===== config.mk =====
export PLATFORM = sky130hd
export DESIGN_NAME = cisc_seq_ctrl
export DESIGN_NICKNAME = d
export VERILOG_FILES = /design/src/rtl/cisc_seq_ctrl.sv
export SDC_FILE = /design/constraint.sdc
export NUM_CORES = 1
export LEC_CHECK = 0
export CORE_AREA = 3 3 40 42
export DETAILED_ROUTE_END_ITERATION = 8
export DIE_AREA = 0 0 43 45
export PLACE_DENSITY = 0.55
export SETUP_SLACK_MARGIN = 0.3
export SLEW_MARGIN = 20
export SYNTH_ARGS = -nofsm -noshare
export SYNTH_HDL_FRONTEND = slang
export SYNTH_SLANG_ARGS = --single-unit

===== constraint.sdc =====
create_clock -name clk -period 2 [get_ports clk]
set_clock_uncertainty 0.15 [all_clocks]
set_input_delay 0.3 -clock clk [delete_from_list [all_inputs] [get_ports clk]]
set_output_delay 0.3 -clock clk [all_outputs]
set_load 0.02 [all_outputs]

===== src/rtl/cisc_seq_ctrl.sv =====
// cisc_seq_ctrl: 8-phase instruction sequencer for the 8-bit accumulator CISC core.
// Each instruction takes a fixed fetch/execute cycle. The phase counter advances
// every clock until a HLT stops it. All control strobes are combinational decodes
// of (phase, opcode, zero, halted), so they follow the phase with no added latency.
//
// Ports:
//   clk     in   system clock, rising edge
//   reset   in   asynchronous, active-high; phase -> INST_ADDR, halted -> 0
//   opcode  in   IR[7:5]; only decoded in phases 4..7
//   zero    in   accumulator==0 flag; only used in phase 6 (SKZ)
//   sel     out  address mux select, 1=PC, 0=IR operand address
//   rd      out  memory read enable
//   wr      out  memory write strobe
//   ld_ir   out  instruction register load
//   inc_pc  out  PC increment request
//   ld_pc   out  PC load from IR[4:0] (the PC gives it priority over inc_pc)
//   ld_ac   out  accumulator load
//   data_e  out  accumulator drives the data bus
//   halted  out  sequencer is stopped
//   phase   out  current phase, for debug
module cisc_seq_ctrl #(
  parameter int PHASE_W = 3,
  parameter int OP_W    = 3
) (
  input  logic               clk,
  input  logic               reset,
  input  logic [OP_W-1:0]    opcode,
  input  logic               zero,
  output logic               sel,
  output logic               rd,
  output logic               wr,
  output logic               ld_ir,
  output logic               inc_pc,
  output logic               ld_pc,
  output logic               ld_ac,
  output logic               data_e,
  output logic               halted,
  output logic [PHASE_W-1:0] phase
);

  typedef enum logic [PHASE_W-1:0] {
    INST_ADDR  = 3'd0,
    INST_FETCH = 3'd1,
    INST_LOAD  = 3'd2,
    IDLE       = 3'd3,
    OP_ADDR    = 3'd4,
    OP_FETCH   = 3'd5,
    ALU_OP     = 3'd6,
    STORE      = 3'd7
  } phase_t;

  localparam logic [OP_W-1:0] OP_HLT = 3'd0;
  localparam logic [OP_W-1:0] OP_SKZ = 3'd1;
  localparam logic [OP_W-1:0] OP_ADD = 3'd2;
  localparam logic [OP_W-1:0] OP_AND = 3'd3;
  localparam logic [OP_W-1:0] OP_XOR = 3'd4;
  localparam logic [OP_W-1:0] OP_LDA = 3'd5;
  localparam logic [OP_W-1:0] OP_STO = 3'd6;
  localparam logic [OP_W-1:0] OP_JMP = 3'd7;

  phase_t             state;
  logic               halt_q;
  logic [PHASE_W-1:0] next_phase;
  logic               alu_op;

  // Natural 3-bit wrap takes phase 7 straight back to 0.
  assign next_phase = state + 3'd1;

  // Sequencer state. A HLT seen in OP_ADDR sets halt_q on the same edge that
  // moves the phase to OP_FETCH; from then on the phase is frozen at 5.
  always_ff @(posedge clk or posedge reset) begin
    if (reset) begin
      state  <= INST_ADDR;
      halt_q <= 1'b0;
    end else if (!halt_q) begin
      state <= phase_t'(next_phase);
      if (state == OP_ADDR && opcode == OP_HLT) begin
        halt_q <= 1'b1;
      end
    end
  end

  // Instructions that read an operand from memory into the ALU path.
  assign alu_op = (opcode == OP_ADD) || (opcode == OP_AND) ||
                  (opcode == OP_XOR) || (opcode == OP_LDA);

  // Strobe decode. Phases 0..3 ignore opcode entirely because the IR is still
  // being loaded; a halted sequencer drives every strobe and sel low.
  always_comb begin
    sel    = 1'b0;
    rd     = 1'b0;
    wr     = 1'b0;
    ld_ir  = 1'b0;
    inc_pc = 1'b0;
    ld_pc  = 1'b0;
    ld_ac  = 1'b0;
    data_e = 1'b0;
    if (!halt_q) begin
      case (state)
        INST_ADDR: begin
          sel = 1'b1;
        end
        INST_FETCH: begin
          sel = 1'b1;
          rd  = 1'b1;
        end
        INST_LOAD, IDLE: begin
          sel   = 1'b1;
          rd    = 1'b1;
          ld_ir = 1'b1;
        end
        OP_ADDR: begin
          inc_pc = (opcode != OP_HLT);
        end
        OP_FETCH: begin
          rd = alu_op;
        end
        ALU_OP: begin
          rd     = alu_op;
          inc_pc = (opcode == OP_SKZ) && zero;  // second increment skips a word
          ld_pc  = (opcode == OP_JMP);          // overrides the phase-4 increment
          data_e = (opcode == OP_STO);
        end
        STORE: begin
          rd     = alu_op;
          ld_ac  = alu_op;
          ld_pc  = (opcode == OP_JMP);
          wr     = (opcode == OP_STO);
          data_e = (opcode == OP_STO);
        end
        default: begin
        end
      endcase
    end
  end

  assign halted = halt_q;
  assign phase  = state;

endmodule


==> out/metrics.csv, run 1 <==
stage;metric;value;unit
floorplanning;die_y;45;um
timing;post-route-period-util;1.05;
cts;cts_tree;done;
route;wl_met3;58;um
setup_path;path_max_fanout;4;
pwr;seq_power_share;0.174;
route;drc_errors;0;
floorplanning;io-pin-count;18;
timing;setup_violations;3;
pwr;switchingPower;564;uW
route;drt.antenna.violating_nets;0;
synth;synthTopCellsByCount;inv_1, ha_1, nor2_1;
timing;slew_headroom;0.796;
cts;path_clk_slew;0.04;ns
synth;synth.top_cell.area_share;0.284;
cts;worstSkewPairLatency;0.24;ns
finish;multi_input_area;360;sq um
synth;avgSynthCellArea;8.61;sq um
route;drt_iter0_markers;2;
global_route;overflow;0;
outcome;violations;negative setup slack;
route;wl_met1;442;um
synth;syn_nets;53;
pwr;powerDensity;1540;nW/um^2
floorplanning;rows;13;
setup_path;required;1.55;ns
worst_hold_path;min_path_type;input port to asynchronous set/reset pin;
flow_run;drv_cap;0;
cts;clockBufferDepth;2;
placement;port_buffers;17;
timing;hold_viol;0;
global_route;antenna_found_initial;0;
pwr;p_int;713;uW
finish;fill_cells;121;
global_route;grt_max_degree;6;
synth;yosys.cell_count.top_type;inv_1;
floorplanning;core-area;1280;sq um
route;via_count;406;
cts;cts_sinks;4;
pwr;pwr-share-clk;0.078;
finish;drive_gt1_frac;0.658;
timing;max_clock_freq;476;MHz
synth;async_reset_ff_frac;1.00;
pwr;ir_drop;0.772;mV
timing;worst_slew_pin_slew;0.304;ns
placement;dpl_worst_slack;-0.430;ns
route;met2_length;536;um
floorplanning;die_x;43;um
placement;dpl_cell_area;696;sq um
setup_path;endpoint_kind;primary output;
route;drt_wl_total;1.06;mm
cts;numCtsBuffers;3;
synth;yosysTopAreaCell;dfrtp_1;
pwr;switching_share;0.442;
timing;tns;-0.195;ns
setup_path;cp.arrival;1.65;ns
floorplanning;start_util;0.275;
synth;synth-seq-cells;4;
synth;syn_inst;41;
timing;fin_crit;2.10;ns
placement;hpwlAfterDp;809;um
global_route;track_usage;0.126;
cts;clockRootBuffer;clkbuf_4;
outcome;status;finished with violations;
setup_path;path_class;flip-flop to primary output;
global_route;grt_pass1_wl;1.73;mm
route;wl_per_cell;11.7;um
timing;fin_ws;-0.0989;ns
timing;rsz0062_at_grt;true;
pwr;p_leak;0.000396;uW
finish;seq_area;105;sq um
finish;nets;90;
cts;htree_levels;1;
synth;synthTopCellsByArea;dfrtp_1, ha_1, inv_1, nor2_1, xnor2_1;
synth;yosysSeqAreaShare;0.284;
route;via_per_inst;4.46;
finish;syn2layout_area_growth;134;%
synth;synth.cell_area;353;sq um
route;dr.pass1.iters;2;
synth;synth_flop_cell;dfrtp_1;
timing;maxSlewViolCount;0;
synth;ys_warn_count;0;
pwr;power_frac_comb;0.748;
global_route;grt_pass1_vias;428;
route;top_layer_used;met4;
setup_path;start_kind;flip-flop;
floorplanning;die_area;1940;sq um
finish;design_area;827;sq um
finish;diodes;0;
placement;gp_congestion;0.675;
synth;synth_edf_count;0;
synth;synth_cell_types;18;
[path summary, 6_finish.rpt]
kind,startpoint,end,slack (ns),depth (start not counted)
max in group asynchronous,reset,halted,1.44,2
setup reg to reg,phase[0],halted,0.56,5
min in group clk,phase[0],phase[0],0.48,2
hold / removal,reset,phase[0],0.09,2
setup / recovery,phase[0],inc_pc,-0.1,6
hold reg to reg,phase[0],phase[0],0.48,2
[logic make-up (layout without fill, tap and decap cells)]
family | Yosys count | count (layout) | synth area share
adder cells (fa/ha/maj) | 6 | 6 | 0.213
AND/OR/NAND/NOR | 13 | 13 | 0.188
flip-flops | 4 | 4 | 0.284
XOR/XNOR | 2 | 2 | 0.0497
multiplexers | 2 | 2 | 0.0603
AO/OA/AOI/OAI | 6 | 6 | 0.117
buffers and inverters | 8 | 43 | 0.0887
[what timing repair did]
item	4_1_cts	5_1_grt
cloned	0	0
resized for setup	59	11
endpoints found under the setup margin	12	9
hold buffers	0	0
endpoints found under the hold margin	0	0
pin swaps	8	2
setup buffers	3	0
[power groups by stage]
stage	Clock [uW]	Sequential, uW	Combinational [uW]
2_1_floorplan	0	256	380
3_3_place_gp	0	209	824
3_5_place_dp	0	209	829
4_1_cts	109	216	944
5_1_grt	113	230	1050
6_report	100	222	955
[worst max-delay path, stage by stage (launching register included)]
cell	delay (ns)
dfrtp_2	0.44
inv_2	0.09
ha_4	0.15
nand4_1	0.10
o32ai_2	0.27
and4_4	0.25
buf_6	0.11
[cell type report]
type	count	area share
multi-input cells	29	0.436
inverters	7	0.0318
repair buffers	33	0.356
clock buffers	3	0.0272
flip-flops and latches	4	0.127
well taps	15	0.0227
[layout by cell type, fill, tap and decap left out, drive strengths merged, types with 2 or more instances in the layout]
cell type,n
dlymetal6s2s,2
xnor2,2
dfrtp,4
nor3,2
buf,24
clkdlybuf4s50,3
inv,7
ha,6
dlygate4sd2,4
nand2,2
clkbuf,3
nor2,5
a21oi,3
[stage by stage]
| step | hold WS (ns) | power (uW) | util | instances |
|---|---|---|---|---|
| after global routing | 0.101 | 1390 | 0.644 | 91 |
| after detailed placement | 0.345 | 1040 | 0.541 | 85 |
| after floorplan | -0.0841 | 635 | - | 41 |
| final | 0.0934 | 1280 | 0.644 | 91 |
| after CTS | 0.0845 | 1270 | 0.610 | 91 |
| after global placement | 0.344 | 1030 | 0.541 | 85 |
[flip-flops by register name, summed over array words and instances, names as in the netlist]
name    count
halted      1
phase       3
[routing by layer]
layer  track usage  vias to the layer above
met5             0                        -
met4         0.108                        0
met3        0.0239                        2
met2         0.216                       17
met1         0.133                      173
li1              -                      214
No activity file was read; power rests on OpenSTA's default activity.
==> run 2: changes to the inputs <==
Settings changed: SLEW_MARGIN 20 to not set.
==> results of run 2 <==
Same layout as run 1: the final DEF is identical, and so are final timing and power.
